--- config.mk ---
export PLATFORM = sky130hd
export DESIGN_NAME = pong_game_ctl
export DESIGN_NICKNAME = d
export VERILOG_FILES = /design/src/rtl/pong_game_ctl.sv
export SDC_FILE = /design/constraint.sdc
export NUM_CORES = 1
export LEC_CHECK = 0
export ABC_CLOCK_PERIOD_IN_PS = 3600
export BUFFER_PORTS_ARGS = -buffer_cell sky130_fd_sc_hd__buf_2
export CAP_MARGIN = 20
export CORE_ASPECT_RATIO = 1.75
export CORE_UTILIZATION = 49
export DETAILED_ROUTE_END_ITERATION = 12
export PLACE_DENSITY_LB_ADDON = 0.1
export SETUP_SLACK_MARGIN = 0.2
export SLEW_MARGIN = 30
export SYNTH_ARGS = -nofsm -noshare
export SYNTH_HDL_FRONTEND = slang
export SYNTH_SLANG_ARGS = --single-unit
--- constraint.sdc ---
create_clock -name clk -period 3.6 [get_ports clk]
set_clock_uncertainty 0.05 [all_clocks]
set_input_delay 0.18 -clock clk [delete_from_list [all_inputs] [get_ports clk]]
set_output_delay 0.18 -clock clk [all_outputs]
set_load 0.1 [all_outputs]
--- src/rtl/pong_game_ctl.sv ---
// Pong game-flow sequencer: frame ticks from vsync, serve/play/point/over flow, scores and serve direction.
// Optional pause on a press during play when PONG_PAUSE_EN is defined.
//
// state | meaning
// IDLE  | waiting for a press to start a new game
// SERVE | ball held centred for SERVE_FRAMES ticks
// PLAY  | ball moving, misses score a point
// POINT | ball frozen for POINT_FRAMES ticks, then serve again or game over
// OVER  | winner shown, press returns to IDLE
// PAUSE | (PONG_PAUSE_EN only) ball frozen until the next press
module pong_game_ctl #(
  parameter int WIN_SCORE    = 5,
  parameter int SERVE_FRAMES = 60,
  parameter int POINT_FRAMES = 90
) (
  input  logic       clk,
  input  logic       rst,
  input  logic       vsync_in,
  input  logic       start,
  input  logic       miss_left,
  input  logic       miss_right,
  output logic       ball_en,
  output logic       ball_center,
  output logic       serve_dir,
  output logic [3:0] score_left,
  output logic [3:0] score_right,
  output logic [1:0] winner,
  output logic [2:0] state_out
);

  typedef enum logic [2:0] {
    IDLE  = 3'd0,
    SERVE = 3'd1,
    PLAY  = 3'd2,
    POINT = 3'd3,
    OVER  = 3'd4
`ifdef PONG_PAUSE_EN
    , PAUSE = 3'd5
`endif
  } state_t;

  localparam logic [3:0] WIN_VAL    = 4'(WIN_SCORE);
  localparam logic [7:0] SERVE_LAST = 8'(SERVE_FRAMES - 1);
  localparam logic [7:0] POINT_LAST = 8'(POINT_FRAMES - 1);

  state_t     state, state_n;
  logic [7:0] frame_cnt, frame_cnt_n;
  logic [3:0] score_left_n, score_right_n;
  logic [1:0] winner_n;
  logic       serve_dir_n;
  logic       vsync_q, start_q;
  logic       tick, press;

  assign tick      = vsync_in & ~vsync_q;
  assign press     = start & ~start_q;
  assign state_out = state;

  always_ff @(posedge clk or posedge rst) begin
    if (rst) begin
      state       <= IDLE;
      frame_cnt   <= '0;
      score_left  <= '0;
      score_right <= '0;
      winner      <= 2'b00;
      serve_dir   <= 1'b0;
      ball_en     <= 1'b0;
      ball_center <= 1'b1;
      vsync_q     <= 1'b0;
      start_q     <= 1'b0;
    end else begin
      state       <= state_n;
      frame_cnt   <= frame_cnt_n;
      score_left  <= score_left_n;
      score_right <= score_right_n;
      winner      <= winner_n;
      serve_dir   <= serve_dir_n;
      // Ball controls follow the registered state, so they lag a transition by one clock.
      ball_en     <= (state == PLAY);
      ball_center <= (state == IDLE) || (state == SERVE) || (state == OVER);
      vsync_q     <= vsync_in;
      start_q     <= start;
    end
  end

  always_comb begin
    state_n       = state;
    frame_cnt_n   = frame_cnt;
    score_left_n  = score_left;
    score_right_n = score_right;
    winner_n      = winner;
    serve_dir_n   = serve_dir;
    case (state)
      IDLE: begin
        if (press) begin
          score_left_n  = '0;
          score_right_n = '0;
          winner_n      = 2'b00;
          state_n       = SERVE;
        end
      end
      SERVE: begin
        if (tick && frame_cnt == SERVE_LAST) state_n = PLAY;
      end
      PLAY: begin
        if (miss_left && miss_right) begin
          serve_dir_n = ~serve_dir;
          state_n     = POINT;
        end else if (miss_left) begin
          score_right_n = (score_right == 4'd9) ? 4'd9 : score_right + 4'd1;
          serve_dir_n   = 1'b0;
          state_n       = POINT;
        end else if (miss_right) begin
          score_left_n = (score_left == 4'd9) ? 4'd9 : score_left + 4'd1;
          serve_dir_n  = 1'b1;
          state_n      = POINT;
        end
`ifdef PONG_PAUSE_EN
        else if (press) begin
          state_n = PAUSE;
        end
`endif
      end
      POINT: begin
        if (tick && frame_cnt == POINT_LAST) begin
          if (score_left == WIN_VAL) begin
            winner_n = 2'b01;
            state_n  = OVER;
          end else if (score_right == WIN_VAL) begin
            winner_n = 2'b10;
            state_n  = OVER;
          end else begin
            state_n = SERVE;
          end
        end
      end
      OVER: begin
        if (press) state_n = IDLE;
      end
`ifdef PONG_PAUSE_EN
      PAUSE: begin
        if (press) state_n = PLAY;
      end
`endif
      default: state_n = IDLE;
    endcase
    // Count starts from zero on every entry, even when a tick lands on the transition.
    if (state_n != state) begin
      frame_cnt_n = '0;
    end else if (tick && (state == SERVE || state == POINT)) begin
      frame_cnt_n = frame_cnt + 8'd1;
    end
  end

endmodule

==> metrics list <==
- CTS max path bufs: 2
* Mapped Area: 0.00138 sq mm
- Count of flip-flops with a built-in enable after synthesis: 0
- In the synthesized netlist the async set-or-reset flop fraction comes to 100%.
- Cells fill between 50 and 60% of the core in the end.
* Post-synthesis to final-layout area growth: 15.2%
* WL per Instance: roughly 16 um
- Initial Utilization: roughly half
* Tightest Hold Check Type: in -> reg
* Worst slack, placed: 1.46 ns
* Slew of the pin with the lowest slew margin: slightly above 0.7 ns
* Wire length reported by the detailed router: between 2 and 3 mm
- Routability-driven placement finished with a final weighted congestion of slightly below 0.8.
- Setup crit end kind: register
- Die extent in y: around 72 um
- Cells with a size suffix above 1 make up about a quarter of the layout.
- Top fanout value on the critical path: 8
* Number of standard cells in the final layout excluding fillers: ~180
- Initial antenna violation count: 0
- Per-instance average area after synthesis: 10.5 sq um
* Finished Cell Area: 0.00159 sq mm
* Number of cell instances on the worst register-to-register path: 5
- During synthesis, Yosys emitted a total of 0 warnings.
- In this run the critical register-to-register path is launched from frame_cnt[0].
- Fillers: 240
- Unique cell type count in the Yosys netlist: 48
- Post-CTS timing repair inserted 0 buffers for setup.
- Max H-tree Level: 1
- Period minus WS final: between 2 and 2.5 ns
* Clock tree root driver cell: sky130_fd_sc_hd__clkbuf_8
- Via count of the first global-routing pass: approximately 1100
* Placement-stage cell area: between 0.0015 and 0.002 sq mm
- Global routing finished with a remaining overflow of 0.
- Derived from the worst setup path, the maximum achievable clock frequency is around 460 MHz.
- The worst register-to-register path ends at frame_cnt[4].
* Count of pins on the block boundary: 22
* Max-cap violation count: 0
- In the final layout, the multi-input gates occupy a little under 700 sq um.
- Hold violation total from the final report: 0
- Seq. cell area: 652 sq um
- Category of the critical setup timing path: reg -> reg
- Core Footprint: 0.00269 sq mm
- Leaving out fill and tap cells, the most frequent cell in the layout is sky130_fd_sc_hd__dfrtp_1.
- Remaining design rule violation count: 0
* Startpoint kind of the worst setup timing path: register
- The worst hold path terminates at serve_dir.
- First-pass iteration count of the detailed router: 3
* Clock transition at the registers of the reported paths: roughly 0.090 ns
* Total global routing track utilization: between 20% and 30%
* Clock tree sinks: 26
- Summed over all cells, the static leakage comes to slightly below 0.8 nW.
- Maximum number of pins on one net before global-route repair: 27
* Via/cell ratio: a little under 6
- Die Outline Area: 0.00304 sq mm
- Dividing total power by cell area gives a power density of around 430 mW/mm^2.
- Final layout net count: between 150 and 200
* Vias post-DR: about 1100
* Worst max-slew margin expressed relative to the limit: between 50% and 60%
- Setup repair after global routing left no endpoint under its margin.
- Global-route wire length before repair: between 4 and 5 mm
- CTS tree: built
- The repair_antennas step left the layout with diodes totalling 0.
- Clock tree synthesis inserted a total of 3 buffers.
* Syn Nets: roughly 140
* Count of buffers from port buffering: 21
* Post-route setup slack: roughly 1.4 ns
- Number of instances on the worst hold path: 2
- Register-to-Register Setup Slack: 1.42 ns
- Share of the clock period used by the worst path: 60.5%
- Die width: 42.1 um
- Launch point of the worst hold path: miss_left
- Most used flip-flop cell after synthesis: sky130_fd_sc_hd__dfrtp_1
- Initial DRC Count: 15
- Crit. Startpoint: frame_cnt[0]
- The detail route stage leaves a number of antenna-violating nets equal to 0.
- The max-slew violation count came to 0.
- Seq/Total Area, Yosys: a little under half
* Highest-count cells in the layout ignoring fill and taps: 25 x sky130_fd_sc_hd__dfrtp_1, 21 x sky130_fd_sc_hd__buf_2, 10 x sky130_fd_sc_hd__nor2_1
* Final setup violation count: 0
- The flow ran to the end, and the final reports show no timing, DRC or antenna violations.
- After technology mapping, the gate count stands at around 130.
- Dpl cells: approximately 180
- Required time of the critical path: approximately 3.7 ns
- Cell Rows: 25
- Post-synthesis sequential element count: 26
- Worst EP arrival: approximately 2.3 ns
- VDD sags by at most about 0.37 mV.
- At the later pin of the worst-skew pair, clock insertion delay measures between 0.2 and 0.3 ns.
* HPWL after DPL: about 2.1 mm
- Summed over all failing endpoints, the final setup total negative slack is 0 ns.
[timing repair]
action / in CTS / in global routing
hold buffers: 3 / 0
endpoints found under the hold margin: 27 / 0
gates resized for setup: 0 / 0
setup endpoints to repair: 0 / 0
[logic make-up (layout without fill, tap and decap cells)]
logic type      Yosys count  after routing  synth area share [%]
fa+ha+maj                 6              6                  5.44
mux                       5              5                  4.17
xor+xnor                  7              7                  4.44
compound gates           25             25                  12.9
simple gates             51             51                  22.4
buf+inv                  12             36                  3.44
flops                    26             26                  47.2
[where the power goes]
group          total (mW)  internal (mW)  switching [mW]
combinational       0.124         0.0510          0.0729
clock               0.186         0.0978          0.0880
sequential          0.369          0.326          0.0436
total               0.679          0.474           0.204
[stage by stage]
stage	hold slack, ns	total power, mW
after floorplan	0.161	0.461
after global placement	0.261	0.488
after detailed placement	0.209	0.495
after CTS	0.104	0.686
after global routing	0.122	0.716
final	0.114	0.679
[worst max-delay path, cell delays in order, from the launching register on]
cell and delay [ns]:
sky130_fd_sc_hd__dfrtp_1 0.41, sky130_fd_sc_hd__ha_1 0.24, sky130_fd_sc_hd__nand4bb_1 0.19, sky130_fd_sc_hd__a2111o_1 0.45
sky130_fd_sc_hd__a31oi_1 0.58, sky130_fd_sc_hd__nor2_1 0.11
[flip-flops by register name (all words and copies together) (netlist names)]
name         flops
frame_cnt        8
score_left       4
score_right      4
state_out        3
winner           2
ball_center      1
ball_en          1
serve_dir        1
start_q          1
vsync_q          1
[worst max path at each step]
stage	to	cells past startpoint
after floorplan	score_right[0]	6
after global placement	frame_cnt[0]	5
after detailed placement	frame_cnt[6]	5
after CTS	frame_cnt[5]	5
after global routing	frame_cnt[4]	5
final	frame_cnt[4]	5
[synth_stat cells, drive strengths merged (3+ instances only)]
cell	count	share of area (%)
a21oi	4	1.5
and3b	3	1.9
clkbuf	3	0.82
dfrtp	25	45
ha	6	5.4
inv	7	1.9
mux2	3	2.7
nand2	9	2.4
nand3	4	1.5
nand4	4	1.8
nor2	10	2.7
nor3	4	1.5
o21ai	4	1.4
o31ai	3	1.6
xor2	5	3.2
[metal layers]
metal	global-route usage (%)	part of all wire (%)	vias up	wire length (um)
li1	-	-	528	-
met1	23.0	42	543	1190
met2	40.5	55	15	1560
met3	2.24	1.7	5	49
met4	6.60	1.4	0	40
met5	0	0	-	0
[area by class of cell]
| class | count | share of cell area (%) |
|---|---|---|
| Multi-Input combinational cell | 94 | 42.8 |
| Tap cell | 27 | 2.12 |
| Clock buffer | 4 | 3.46 |
| Sequential cell | 26 | 41.0 |
| Timing Repair Buffer | 25 | 8.97 |
| Inverter | 7 | 1.65 |
No activity file was read; power rests on OpenSTA's default activity.
